--- src/rtl/tconv_pkg.sv ---
`default_nettype none
// ============================================================================
// Module      : tconv_pkg
// Description : Shared definitions for the transposed-convolution pixel
//               scheduler. Holds the state encoding, its width, and the
//               helper that sizes the pixel index for an N x N feature map.
// Revision    : 1.0 - initial release
// ============================================================================
package tconv_pkg;

    localparam int c_state_w = 3;

    typedef enum logic [c_state_w-1:0] {
        ST_IDLE      = 3'd0,
        ST_MULT      = 3'd1,
        ST_WAIT_MULT = 3'd2,
        ST_DEC       = 3'd3,
        ST_WAIT_DEC  = 3'd4,
        ST_GAP       = 3'd5,
        ST_FINISH    = 3'd6
    } state_t;

    // Width of an index covering n*n pixels; a 1x1 map still gets one bit so
    // the port never collapses to zero width.
    function automatic int pix_width(input int n);
        int w;
        w = $clog2(n * n);
        return (w < 1) ? 1 : w;
    endfunction

endpackage
`default_nettype wire

--- src/rtl/tconv_timeout_ctr.sv ---
`default_nettype none
// ============================================================================
// Module      : tconv_timeout_ctr
// Description : Handshake wait counter. Counts cycles while enable is high
//               and flags expired combinationally on the TIMEOUT-th waiting
//               cycle. clear (or rst) returns the count to zero.
// Ports       : clk     - clock, rising edge
//               rst     - synchronous active-high reset
//               clear   - zero the count
//               enable  - a handshake wait cycle is in progress
//               expired - this is the TIMEOUT-th consecutive wait cycle
// Revision    : 1.0 - initial release
// ============================================================================
module tconv_timeout_ctr #(
    parameter int TIMEOUT = 64
) (
    input  logic clk,
    input  logic rst,
    input  logic clear,
    input  logic enable,
    output logic expired
);

    localparam int                 c_cnt_w = $clog2(TIMEOUT + 1);
    localparam logic [c_cnt_w-1:0] c_last  = c_cnt_w'(TIMEOUT - 1);

    logic [c_cnt_w-1:0] r_count;

    // The count saturates at the expiry value; the owner leaves the wait
    // state on expiry, so it never needs to go higher.
    always_ff @(posedge clk) begin
        if (rst || clear) begin
            r_count <= '0;
        end else if (enable && !expired) begin
            r_count <= r_count + 1'b1;
        end
    end

    assign expired = enable && (r_count == c_last);

endmodule
`default_nettype wire

--- src/rtl/tconv_scheduler.sv ---
`default_nettype none
// ============================================================================
// Module      : tconv_scheduler
// Description : Sequences a full N*N pass of a transposed convolution. For
//               each pixel it launches the K*K multiplier, waits for its
//               products, then raises the decoder enable until the decoder
//               completes, followed by a one-cycle low gap so every pixel
//               sees a fresh enable rising edge. Handshake waits are bounded
//               by TIMEOUT cycles; expiry sets a sticky error and aborts.
// Ports       : clk, rst           - clock, synchronous active-high reset
//               start, abort       - pass request / pass termination
//               pixel_idx          - current pixel to multiplier and decoder
//               mult_start         - one-cycle multiplier launch pulse
//               mult_done          - multiplier products valid
//               dec_enable         - decoder enable (acts on rising edge)
//               dec_complete       - decoder finished current pixel
//               busy, done, error  - pass status, completion pulse, timeout
//               cycle_count        - busy-cycle counter (optional)
// Options     : define TCONV_SCHED_CYCLE_COUNT_EN to add cycle_count.
// Revision    : 1.0 - initial release
// ============================================================================
module tconv_scheduler
    import tconv_pkg::*;
#(
    parameter int N       = 2,
    parameter int K       = 3,
    parameter int TIMEOUT = 64
) (
    input  logic                    clk,
    input  logic                    rst,
    input  logic                    start,
    input  logic                    abort,
    output logic [pix_width(N)-1:0] pixel_idx,
    output logic                    mult_start,
    input  logic                    mult_done,
    output logic                    dec_enable,
    input  logic                    dec_complete,
    output logic                    busy,
    output logic                    done,
    output logic                    error
`ifdef TCONV_SCHED_CYCLE_COUNT_EN
    ,
    output logic [31:0]             cycle_count
`endif
);

    localparam int                 c_pix_w    = pix_width(N);
    localparam logic [c_pix_w-1:0] c_last_pix = c_pix_w'(N * N - 1);

    generate
        if (N < 1 || K < 1 || TIMEOUT < 1) begin : g_bad_params
            $error("tconv_scheduler: N, K and TIMEOUT must all be at least 1");
        end
    endgenerate

    state_t             r_state;
    state_t             w_state_next;
    logic [c_pix_w-1:0] r_pixel_idx;
    logic               r_error;
    logic               w_start_ok;
    logic               w_last;
    logic               w_waiting;
    logic               w_expired;
    logic               w_set_error;
    logic               w_inc;

    // A start is only taken from idle, and a simultaneous abort drops it.
    assign w_start_ok = (r_state == ST_IDLE) && start && !abort;
    assign w_last     = (r_pixel_idx == c_last_pix);
    assign w_waiting  = (r_state == ST_WAIT_MULT) || (r_state == ST_WAIT_DEC);
    // Advance only on a GAP that is neither terminal nor aborted, so the
    // index can never wrap past the last pixel.
    assign w_inc      = (r_state == ST_GAP) && !abort && !w_last;

    // Every non-wait state holds the counter at zero, so each wait starts
    // from a fresh count.
    tconv_timeout_ctr #(
        .TIMEOUT (TIMEOUT)
    ) u_timeout_ctr (
        .clk     (clk),
        .rst     (rst),
        .clear   (!w_waiting),
        .enable  (w_waiting),
        .expired (w_expired)
    );

    always_ff @(posedge clk) begin
        if (rst) begin
            r_state <= ST_IDLE;
        end else begin
            r_state <= w_state_next;
        end
    end

    always_comb begin
        w_state_next = r_state;
        w_set_error  = 1'b0;
        mult_start   = 1'b0;
        dec_enable   = 1'b0;
        busy         = 1'b0;
        done         = 1'b0;

        if (r_state != ST_IDLE && abort) begin
            // Abort outranks any handshake or expiry in the same cycle.
            w_state_next = ST_IDLE;
        end else begin
            case (r_state)
                ST_IDLE: begin
                    if (w_start_ok) begin
                        w_state_next = ST_MULT;
                    end
                end
                ST_MULT: begin
                    w_state_next = ST_WAIT_MULT;
                end
                ST_WAIT_MULT: begin
                    if (mult_done) begin
                        w_state_next = ST_DEC;
                    end else if (w_expired) begin
                        w_state_next = ST_IDLE;
                        w_set_error  = 1'b1;
                    end
                end
                ST_DEC: begin
                    w_state_next = ST_WAIT_DEC;
                end
                ST_WAIT_DEC: begin
                    if (dec_complete) begin
                        w_state_next = ST_GAP;
                    end else if (w_expired) begin
                        w_state_next = ST_IDLE;
                        w_set_error  = 1'b1;
                    end
                end
                ST_GAP: begin
                    w_state_next = w_last ? ST_FINISH : ST_MULT;
                end
                ST_FINISH: begin
                    w_state_next = ST_IDLE;
                end
                default: begin
                    w_state_next = ST_IDLE;
                end
            endcase
        end

        // Moore outputs: decoded purely from the current state.
        case (r_state)
            ST_MULT:      begin mult_start = 1'b1; busy = 1'b1; end
            ST_WAIT_MULT: begin busy = 1'b1; end
            ST_DEC:       begin dec_enable = 1'b1; busy = 1'b1; end
            ST_WAIT_DEC:  begin dec_enable = 1'b1; busy = 1'b1; end
            ST_GAP:       begin busy = 1'b1; end
            ST_FINISH:    begin done = 1'b1; end
            default:      begin end
        endcase
    end

    always_ff @(posedge clk) begin
        if (rst) begin
            r_pixel_idx <= '0;
        end else if (w_start_ok) begin
            r_pixel_idx <= '0;
        end else if (w_inc) begin
            r_pixel_idx <= r_pixel_idx + 1'b1;
        end
    end

    always_ff @(posedge clk) begin
        if (rst) begin
            r_error <= 1'b0;
        end else if (w_start_ok) begin
            r_error <= 1'b0;
        end else if (w_set_error) begin
            r_error <= 1'b1;
        end
    end

    assign pixel_idx = r_pixel_idx;
    assign error     = r_error;

`ifdef TCONV_SCHED_CYCLE_COUNT_EN
    logic [31:0] r_cycle_count;

    // Counts busy cycles only, so the value freezes after done or abort.
    always_ff @(posedge clk) begin
        if (rst) begin
            r_cycle_count <= '0;
        end else if (w_start_ok) begin
            r_cycle_count <= '0;
        end else if (busy) begin
            r_cycle_count <= r_cycle_count + 32'd1;
        end
    end

    assign cycle_count = r_cycle_count;
`endif

endmodule
`default_nettype wire

--- config.mk ---
export PLATFORM = sky130hd
export DESIGN_NAME = tconv_scheduler
export DESIGN_NICKNAME = d
export VERILOG_FILES = /design/src/rtl/tconv_pkg.sv /design/src/rtl/tconv_timeout_ctr.sv /design/src/rtl/tconv_scheduler.sv
export SDC_FILE = /design/constraint.sdc
export NUM_CORES = 1
export LEC_CHECK = 0
export CAP_MARGIN = 20
export CORE_UTILIZATION = 49
export DETAILED_ROUTE_END_ITERATION = 12
export GPL_ROUTABILITY_DRIVEN = 0
export GPL_TIMING_DRIVEN = 0
export PLACE_DENSITY = 0.87
export SLEW_MARGIN = 25
export SYNTH_ARGS = -nofsm -noshare
export SYNTH_HDL_FRONTEND = slang
export SYNTH_HIERARCHICAL = 1
export SYNTH_SLANG_ARGS = --single-unit
--- constraint.sdc ---
create_clock -name clk -period 2.45 [get_ports clk]
set_input_delay 0.49 -clock clk [delete_from_list [all_inputs] [get_ports clk]]
set_output_delay 0.49 -clock clk [all_outputs]
set_load 0.005 [all_outputs]
# == Word level (Yosys, flattened, before mapping) ==
# Index checks and enable logic that the tools add are counted.
# classes
muxes,15
n_addsub,2
n_eq_ne,9
reduce_logical,19
# op_table
cell,n
3-bit one-hot mux with 6 select lines,1
3-bit 2-to-1 mux,5
"3-bit == test, second input constant",3
1-bit 2-to-1 mux,8
"7-bit by 1-bit adder with 7-bit output, second input constant",1
"7-bit by 6-bit == test with 1-bit output, second input constant",1
1-bit logical AND,7
"3-bit by 2-bit == test with 1-bit output, second input constant",2
2-bit OR reduction,3
5-bit OR reduction,1
1-bit zero test,4
"3-bit by 1-bit == test with 1-bit output, second input constant",1
3-bit zero test,1
3-bit nonzero test,1
"2-bit by 1-bit adder with 2-bit output, second input constant",1
"2-bit == test, second input constant",1
1-bit logical OR,2
"2-bit != test, second input constant",1
1-bit one-hot mux with 2 select lines,1
# word_totals
out_inout_bits,7
regBits,13
wordCells,49

# == Logic depth before layout (Yosys ltp) ==
# Gate-level depths: netlist of the first run.
# depth
word_depth,7
depth_mapped,11
ltp_nobuf,10

# == Cells and area by module ==
# The synthesis of the first run kept the hierarchy.
# modules_own_cells
module,cells_per_inst,area_each_um2,instances,seq_area_each_um2
tconv_scheduler,48,385.4,1,120.1
tconv_timeout_ctr,37,331.6,1,140.1

# == Worst setup path before layout of the first run ==
# No wires, ideal clock.
# synth_path
kind,reg2reg
startpoint,register r_state[1]
endpoint,register r_state[2]
path_stages_with_launch,11
slack_ns,0.563
required_time_ns,2.315
n_path_buf,0
arrival_ns,1.753
setup_ns,0.135
path_cell_list,dfxtp_1 or2b_1 a21oi_1 nand2_1 nor2_1 nand3_1 nor2_1 nor2b_1 nor3_1 a21oi_1 nor2_1
# synth_via
elab_chain_cells,6
elab_cells_between_ends,18
cone_classes,6 x eq/ne; 4 x mux; 8 x reduce/logical
# synth_lines
element,line_no,text
from (decl),tconv_scheduler.sv:56,state_t r_state;
from (signal assigned),tconv_scheduler.sv:91,r_state <= w_state_next;
3-bit by 2-bit == test with 1-bit output / 3-bit == test (equally long branches),tconv_scheduler.sv:70,assign w_waiting = (r_state == ST_WAIT_MULT) || (r_state == ST_WAIT_DEC);
1-bit logical OR (*),tconv_scheduler.sv:70,
named net w_waiting,tconv_scheduler.sv:62,logic w_waiting;
1-bit logical AND (*),tconv_timeout_ctr.sv:39,assign expired = enable && (r_count == c_last);
named net w_expired,tconv_scheduler.sv:63,logic w_expired;
3-bit 2-to-1 mux (*),n/a,
"3-bit 2-to-1 mux, on equally long branches",n/a,
3-bit one-hot mux with 6 select lines (*),tconv_scheduler.sv:107,case (r_state)
# Mark *: on every way through the listed nets, which the timed path passes. The rest lies on a longest branch.
# A chain may end at the register's enable or synchronous reset.

# == Final worst setup path of the first run ==
# layout_path
startpoint,register r_state[1]
endpoint,output dec_enable
# layout_via
elab_chain_cells,3
elab_cells_between_ends,4
cone_classes,2 x eq/ne; 1 x mux; 1 x reduce/logical
# layout_lines
element,line_no,text
3-bit == test / 3-bit by 2-bit == test with 1-bit output (equally long branches),tconv_scheduler.sv:148,case (r_state)
2-bit OR reduction (no line) (*),n/a,
1-bit 2-to-1 mux (*),tconv_scheduler.sv:148,
to (decl),tconv_scheduler.sv:36,"output logic dec_enable,"
# Mark *: on every way between the ends. The rest lies on a longest branch, timed or not.

==> flow_summary.toml, run 1 <==
[status]
run_status = "finished, final reports clean"

[setup_path]
startpoint_type = "flop"
reg2regPathDepth = 10
regToRegEndpoint = "r_state[2]"
cp_slowest_cell = "clkdlybuf4s50_1"
crit_type = "flop to output pin"
critical_path_buf_inv_count = 1
crit_path_end_kind = "output pin"
timing.rr.start = "r_state[1]"
crit_required_ns = 1.96
critPathTopFamily = "buffers and inverters"
rrSetupSlack_ns = 0.26
crit_fanout = 8
crit_arrival_ns = 1.73
cp_cell_sequence = "or2b_1, mux2i_1, clkdlybuf4s50_1"
slowest_delay_ns = 0.52

[global_route]
use_met2_pct = 37.1
met3_usage_pct = 7.22
first_global_vias = 607
overflow = 0
busiest_layer = "met2"
antenna_found_initial = 0
use_met1_pct = 30.5
grt_max_degree = 11
grt_pass1_wl_mm = 2.55
grt_usage_pct = 23.9

[synth]
ys_seq_elements = 13
synthAdderAreaFrac_pct = 3.49
syn_area_per_cell_um2 = 8.43
synth_compound_area_share_pct = 20.8
ys_warn_count = 6
async_flop_share_pct = 0
synth_top_family_by_area = "simple AND/OR/NAND/NOR gates"
yosysSeqAreaShare_pct = 36.3
synthXorXnorAreaFrac_pct = 2.44
synth_flop_cell = "dfxtp_1"
synth-edff-count = 0
muxShareOfSynthArea_pct = 2.79
syn_inst = 85
synth_nets = 93
yosys.area_share.simple_pct = 30.2
synth_area_um2 = 717
ys_types = 37

[timing]
setup_ws_ns = 0.229
final.setup_skew_ns = 0.00301
setup_viol = 0
rsz0062_at_grt = "false"
final.period_utilization_pct = 90.7
setup_tns_ns = 0
worst_pin_slew_ns = 0.652
relSlewSlack_pct = 55.9
drv_slew = 0
fin_crit_ns = 2.22
finalHoldViolCount = 0
fmax_mhz = 450

[die]
fp.dieW_um = 40.3
io_pins = 13
die_area_um2 = 1620
initial_core_util_pct = 53.8
core_area_um2 = 1330
die_y_um = 40.3
placementRows = 13

[finish]
antenna_cells = 0
area_growth_pct = 23.6
nets = 110
drive_above_1_share_pct = 14.9
final_core_util_pct = 66.4
final_area_um2 = 886

[drt]
dr.pass1.iters = 4
final_antenna_net_count = 0
post_drt_wl_per_cell_um = 13.3
wl_mm = 1.54
num_vias = 694
viasPerCell = 5.98
drt_iter0_markers = 7
drc = 0

[placement]
placed_area_um2 = 856
portBuffers = 12
dp_slack_ns = 0.218
hpwl_mm = 1.15

[run]
drv_cap = 0

[clocking]
numCtsBuffers = 3
clk_path_buf_depth = 2
insertion_delay_ns = 0.29
cts_tree = "done"
htreeDepth = 1
cts.sinks = 13
clockRootBuffer = "clkbuf_4"
postCtsSetupBuffers = 0
path_clk_slew_ns = 0.09

[worst_hold_path]
hold_start = "u_timeout_ctr/r_count[1]"
min_path_cells = 2
whs_endpoint = "u_timeout_ctr/r_count[1]"
hp-class = "flop to flop"

[pwr]
vdd_drop_max_mv = 0.248
leakage_nw = 0.307
p_per_area_nw_per_um2 = 437
==> worst max-delay path by stage <==
stage	cells after the start	endpoint	from	slack [ns]
2_1_floorplan	10	r_state[2]	r_state[1]	0.56
3_3_place_gp	11	r_state[2]	r_state[2]	0.26
3_5_place_dp	11	r_state[2]	r_state[2]	0.22
4_1_cts	11	r_state[2]	r_state[2]	0.20
5_1_grt	11	r_state[2]	r_state[2]	0.04
6_report	3	dec_enable	r_state[1]	0.23
==> per-layer routing <==
layer  share of wire [%]  up-vias
li1                    -      348
met1                  47      318
met2                  46       26
met3                 6.4        2
met4                0.52        0
met5                   0        -
==> metrics by stage <==
stage | power (mW) | instances | hold slack, ns
2_1_floorplan | 0.232 | 85 | 0.460
3_3_place_gp | 0.249 | 112 | 0.468
3_5_place_dp | 0.250 | 112 | 0.467
4_1_cts | 0.390 | 116 | 0.494
5_1_grt | 0.402 | 116 | 0.528
6_report | 0.387 | 116 | 0.490
==> sequential cells by signal (all words and copies together) (netlist names) <==
signal	flops
u_timeout_ctr/r_count	7
r_state	3
pixel_idx	2
error	1
==> Yosys cell counts, drive strengths merged, types with 2 or more instances <==
cell type	instances	area (um^2)
dfxtp	13	260
nor2	9	33.8
nor3	6	46.3
a21oi	5	25.0
inv	5	18.8
nand2	4	17.5
o21ai	4	20.0
a31oi	3	18.8
and3	3	18.8
nand2b	3	21.3
buf	2	10.0
ha	2	25.0
mux2i	2	20.0
nand3	2	10.0
nor2b	2	12.5
o211ai	2	15.0
o41ai	2	17.5
or2b	2	15.0
==> logic make-up (layout without fill, tap and decap cells) <==
kind of cell             Yosys count  count (layout)
AND/OR/NAND/NOR                   37              37
buffers and inverters              7              23
AO/OA/AOI/OAI                     22              22
adder cells (fa/ha/maj)            2               2
multiplexers                       2               2
flip-flops                        13              13
XOR/XNOR                           2               2
==> worst reg2reg max path, delay by kind of cell (launching register included) <==
kind / cells / cell delay [ns]
and+or+nand+nor: 8 / 1.19
DFF: 1 / 0.48
AOI/OAI and AO/OA: 2 / 0.40
==> final cells by class <==
| type | instances | area [um^2] |
|---|---|---|
| multi-input cells | 65 | 432 |
| fillers | 127 | 448 |
| repair buffers | 12 | 120 |
| plain buffers | 2 | 10.0 |
| well taps | 15 | 18.8 |
| flip-flops and latches | 13 | 260 |
| inverters | 5 | 18.8 |
| clock buffers | 4 | 26.3 |
==> repair_timing <==
action / in CTS / in global routing
hold buffers: 0 / 0
endpoints found under the setup margin: 0 / 2
resized for setup: 0 / 1
==> placed cells by master, fill, tap and decap left out, drive strengths merged, types with 3 or more instances in the layout <==
master | synthesis | routed
nor3 | 6 | 6
a31oi | 3 | 3
inv | 5 | 5
clkdlybuf4s50 | 0 | 12
and3 | 3 | 3
a21oi | 5 | 5
clkbuf | 0 | 4
nand2b | 3 | 3
nand2 | 4 | 4
o21ai | 4 | 4
dfxtp | 13 | 13
nor2 | 9 | 9
==> power breakdown <==
group          internal (mW)  switching (mW)
registers              0.212         0.00150
logic                 0.0169          0.0148
clock network         0.0633          0.0784
Power figures use the tool's default switching activity.
==> run 2: changes to the inputs <==
==> constraint.sdc (replaced) <==
create_clock -name clk -period 2.45 [get_ports clk]
set_input_delay 0.49 -clock clk [delete_from_list [all_inputs] [get_ports clk]]
set_output_delay 0.49 -clock clk [all_outputs]
set_load 0.05 [all_outputs]
==> run 2 against run 1 <==
Clock-buffer cell count stayed put. Maximum frequency is 3.1% lower. Final cell count unchanged. Global-route usage is the same. Die area unchanged. Hold slack is essentially flat. Largest power group unchanged. Setup slack worse by 0.070 ns. Routed wire length grew 0.19%. Sequential cell count did not move. Total power increased by 1.6%. Non-clock buffer count is the same.
==> flow_summary.toml, run 2 (synthesis gave the netlist of run 1 again) <==
[global_route]
antenna_found_initial = 0
grt_max_degree = 11
grt_pass1_wl_mm = 2.55
first_global_vias = 607
overflow = 0
grt_usage_pct = 23.9

[timing]
drv_slew = 0
setup_viol = 0
fin_crit_ns = 2.29
setup_tns_ns = 0
fmax_mhz = 436
rsz0062_at_grt = "false"
finalHoldViolCount = 0
relSlewSlack_pct = 56.5
final.period_utilization_pct = 93.5
worst_pin_slew_ns = 0.644
final.setup_skew_ns = 0.00217
finalHoldWorstSlack_ns = 0.490

[clocking]
cts-hold-fix-buffers = 0
numCtsBuffers = 3
path_clk_slew_ns = 0.08
cts_tree = "done"
htreeDepth = 1
insertion_delay_ns = 0.28
clockRootBuffer = "clkbuf_4"
clk_path_buf_depth = 2
cts.sinks = 13

[setup_path]
cp_slowest_cell = "clkdlybuf4s50_1"
crit_fanout = 8
timing.rr.start = "r_state[1]"
reg2regPathDepth = 10
critPathTopFamily = "buffers and inverters"
crit_path_end_kind = "output pin"
crit_type = "flop to output pin"
cp_cell_sequence = "nor3_1, a21oi_1, clkdlybuf4s50_1"
rrSetupSlack_ns = 0.23
critical_path_buf_inv_count = 1
crit_arrival_ns = 1.80
slowest_delay_ns = 0.81
regToRegEndpoint = "r_state[2]"
crit_required_ns = 1.96
startpoint_type = "flop"

[finish]
nets = 110
largest_reg_flops = 7
area_growth_pct = 24.1
nFillCells = 126
fin_cells = 116
final_cell_mix = "13 x dfxtp_1, 9 x nor2_1, 9 x clkdlybuf4s50_1"
largest_register = "u_timeout_ctr/r_count"
final_common_cell = "dfxtp_1"
antenna_cells = 0
drive_above_1_share_pct = 14.9
multi_input_area_um2 = 432
ff_latch_area_um2 = 260

[die]
initial_core_util_pct = 53.8
die_area_um2 = 1620
placementRows = 13
io_pins = 13
die_y_um = 40.3
core_area_um2 = 1330
fp.dieW_um = 40.3

[pwr]
p_per_area_nw_per_um2 = 442
vdd_drop_max_mv = 0.256
leakage_nw = 0.347
finalPower_mw = 0.393

[drt]
wl_mm = 1.54
viasPerCell = 6.05
drt_iter0_markers = 7
post_drt_wl_per_cell_um = 13.3
drc = 0
final_antenna_net_count = 0
num_vias = 702
dr.pass1.iters = 4

[placement]
hpwl_mm = 1.15
dp.cells = 112
portBuffers = 12

[run]
drv_cap = 0

[status]
run_status = "finished, final reports clean"

[worst_hold_path]
whs_endpoint = "u_timeout_ctr/r_count[1]"
min_path_cells = 2
hold_start = "u_timeout_ctr/r_count[1]"
hp-class = "flop to flop"
run 2: worst reg2reg max path: stages, from the launching register on:
cell	delay, ns
dfxtp_1	0.48
or2b_1	0.30
a21oi_2	0.28
nand2_1	0.13
nor2_1	0.18
nand3_1	0.12
nor2_1	0.22
nor2b_1	0.16
nor3_1	0.05
a21oi_1	0.12
nor2_1	0.05
run 2: timing repair:
action | in CTS | in global routing
setup buffers | 0 | 0
endpoints found under the setup margin | 1 | 3
hold endpoints to repair | 0 | 0
gates cloned | 0 | 0
gates resized for setup | 1 | 3
run 2: power breakdown:
part	total, mW	internal, mW	switching, mW
registers	0.214	0.212	0.00150
clock network	0.141	0.0633	0.0779
logic	0.0385	0.0168	0.0218
run 2: layer usage:
metal,track usage [%],part of all wire [%],routed length (um),vias up
met2,37.1,45,701,17
met1,30.5,50,764,335
met5,0,0,0,-
li1,-,-,-,348
met3,7.22,4.5,70,2
met4,10.0,0.39,6,0
run 2: how the worst max path moves through the flow:
stage                     from  slack, ns  cells past startpoint          to
global placement    r_state[2]       0.26                     11  r_state[2]
detailed placement  r_state[2]       0.22                     11  r_state[2]
finish              r_state[1]       0.16                      3        busy
global route        r_state[2]       0.04                     11  r_state[2]
floorplan           r_state[2]       0.36                      3        done
CTS                 r_state[2]       0.06                      4        done
run 2: cell type report:
type | instances | share of cell area, %
Buffer | 2 | 1.13
Multi-Input combinational cell | 65 | 48.5
Tap cell | 15 | 2.11
Inverter | 5 | 2.11
Clock buffer | 4 | 2.95
Sequential cell | 13 | 29.3
Timing Repair Buffer | 12 | 13.9
run 2: metrics by stage:
step	instance area [um^2]	utilization, %	worst slack [ns]
2_1_floorplan	717	-	0.361
3_3_place_gp	856	64.2	0.263
5_1_grt	890	66.7	0.0410
6_report	890	66.7	0.159
4_1_cts	881	66.0	0.0612
3_5_place_dp	856	64.2	0.218
==> run 3: changes to the inputs <==
- CTS_CLUSTER_DIAMETER: default -> 60
- clock period: 2.45 -> 2.37 ns (I/O delays scaled with it)
==> run 3 against run 2 <==
Setup slack better by 0.078 ns. First-iteration DRC count rose to 3.1 times the previous value. Non-clock buffer count unchanged. Via count increased by 1.7%. Clock skew grew 0.0052 ns. Clock-buffer cell count unchanged. Routed wire length grew 1.2%. Clock power grew 4%. Global-route usage grew 0.11 points. Critical endpoint is now r_state[2]. Cell area is 0.28% higher. Sequential cell count unchanged.
==> flow_summary.toml, run 3 (synthesis gave the netlist of run 1 again) <==
[clocking]
clockRootBuffer = "clkbuf_4"
postCtsSetupBuffers = 0
cts.sinks = 13
insertion_delay_ns = 0.29
numCtsBuffers = 3
path_clk_slew_ns = 0.09
clk_path_buf_depth = 2
cts_tree = "done"
htreeDepth = 1

[drt]
drc = 0
post_drt_wl_per_cell_um = 13.4
drt_iter0_markers = 22
dr.pass1.iters = 4
num_vias = 714
wl_mm = 1.56
viasPerCell = 6.16
final_antenna_net_count = 0

[pwr]
leakage_nw = 0.347
vdd_drop_max_mv = 0.269
p_per_area_nw_per_um2 = 456

[setup_path]
crit_fanout = 8
cpMostUsedCell = "nor2_1"
rrSetupSlack_ns = 0.24
crit_required_ns = 2.53
reg2regPathDepth = 10
slowest_delay_ns = 0.39
worstSetupStartpoint = "r_state[1]"
critPathTopFamily = "simple AND/OR/NAND/NOR gates"
startpoint_type = "flop"
cp_cell_sequence = "nand2b_1, a21oi_4, nand2_1, nor2_1, nand3_1, nor2_1, nor2b_1, nor3_1, a21oi_1, nor2_1"
regToRegEndpoint = "r_state[2]"
cp_slowest_cell = "dfxtp_1"
crit_type = "flop to flop"
critical_path_buf_inv_count = 0
crit_path_end_kind = "flop"
timing.rr.start = "r_state[1]"
crit_arrival_ns = 2.30

[worst_hold_path]
min_path_cells = 2
hold_start = "u_timeout_ctr/r_count[1]"
whs_endpoint = "u_timeout_ctr/r_count[1]"
hp-class = "flop to flop"

[timing]
relSlewSlack_pct = 56.1
finalHoldWorstSlack_ns = 0.489
finalHoldViolCount = 0
drv_slew = 0
fmax_mhz = 469
setup_tns_ns = 0
worst_pin_slew_ns = 0.650
setup_ws_ns = 0.237
final.period_utilization_pct = 90.0
rsz0062_at_grt = "false"
final.setup_skew_ns = 0.00741
setup_viol = 0
fin_crit_ns = 2.13

[placement]
dp_slack_ns = 0.138
portBuffers = 12
hpwl_mm = 1.15

[finish]
final_cell_mix = "13 x dfxtp_1, 9 x nor2_1, 8 x clkdlybuf4s50_1"
nets = 110
antenna_cells = 0
drive_above_1_share_pct = 15.8
nFillCells = 125
final_core_util_pct = 66.9
largest_register = "u_timeout_ctr/r_count"
area_growth_pct = 24.4
largest_reg_flops = 7
final_common_cell = "dfxtp_1"

[die]
io_pins = 13
fp.dieW_um = 40.3
placementRows = 13
initial_core_util_pct = 53.8
die_y_um = 40.3
die_area_um2 = 1620
core_area_um2 = 1330

[run]
drv_cap = 0

[global_route]
first_global_vias = 609
antenna_found_initial = 0
grt_usage_pct = 24.0
grt_max_degree = 11
grt_pass1_wl_mm = 2.56
overflow = 0

[status]
run_status = "finished, final reports clean"
[run 3: worst max path at each step]
stage            endpoint  slack, ns  cells after the start
2_1_floorplan        done       0.30                      3
3_3_place_gp   r_state[2]       0.18                     11
3_5_place_dp   r_state[2]       0.14                     11
4_1_cts        mult_start      0.009                      3
5_1_grt        r_state[2]      0.005                     11
6_report       r_state[2]       0.24                     10
[run 3: area by class of cell]
class / count / area, um^2 / area share [%]
flip-flops and latches: 13 / 260 / 29.2
repair buffers: 12 / 119 / 13.3
plain buffers: 2 / 10.0 / 1.12
inverters: 5 / 18.8 / 2.10
clock buffers: 4 / 26.3 / 2.95
multi-input cells: 65 / 439 / 49.2
well taps: 15 / 18.8 / 2.10
[run 3: repair_timing]
item / 4_1_cts / 5_1_grt
gates resized for setup: 2 / 6
setup endpoints to repair: 2 / 4
endpoints found under the hold margin: 0 / 0
hold buffers: 0 / 0
[run 3: report_power, final]
part | switching (mW) | internal (mW) | leakage (nW) | total, mW
logic | 0.0228 | 0.0173 | 0.227 | 0.0401
clock network | 0.0804 | 0.0655 | 0.0150 | 0.146
registers | 0.00156 | 0.219 | 0.105 | 0.221
[run 3: layer usage]
layer	vias to the layer above	GRT usage [%]	share of wire, %
li1	349	-	-
met3	2	7.22	6.7
met2	27	37.1	46
met4	0	10.0	0.51
met1	336	30.9	46
met5	-	0	0
[run 3: per-stage QoR]
stage | power [mW] | instances | area, um^2
floorplan | 0.247 | 85 | 717
global route | 0.425 | 116 | 892
CTS | 0.410 | 116 | 880
global placement | 0.265 | 112 | 856
detailed placement | 0.265 | 112 | 856
finish | 0.407 | 116 | 892
[run 3: worst reg2reg max path, cell delays in order, from the launching register on]
cell	delay, ns
dfxtp_1	0.39
nand2b_1	0.34
a21oi_4	0.29
nand2_1	0.12
nor2_1	0.18
nand3_1	0.12
nor2_1	0.20
nor2b_1	0.16
nor3_1	0.05
a21oi_1	0.13
nor2_1	0.05
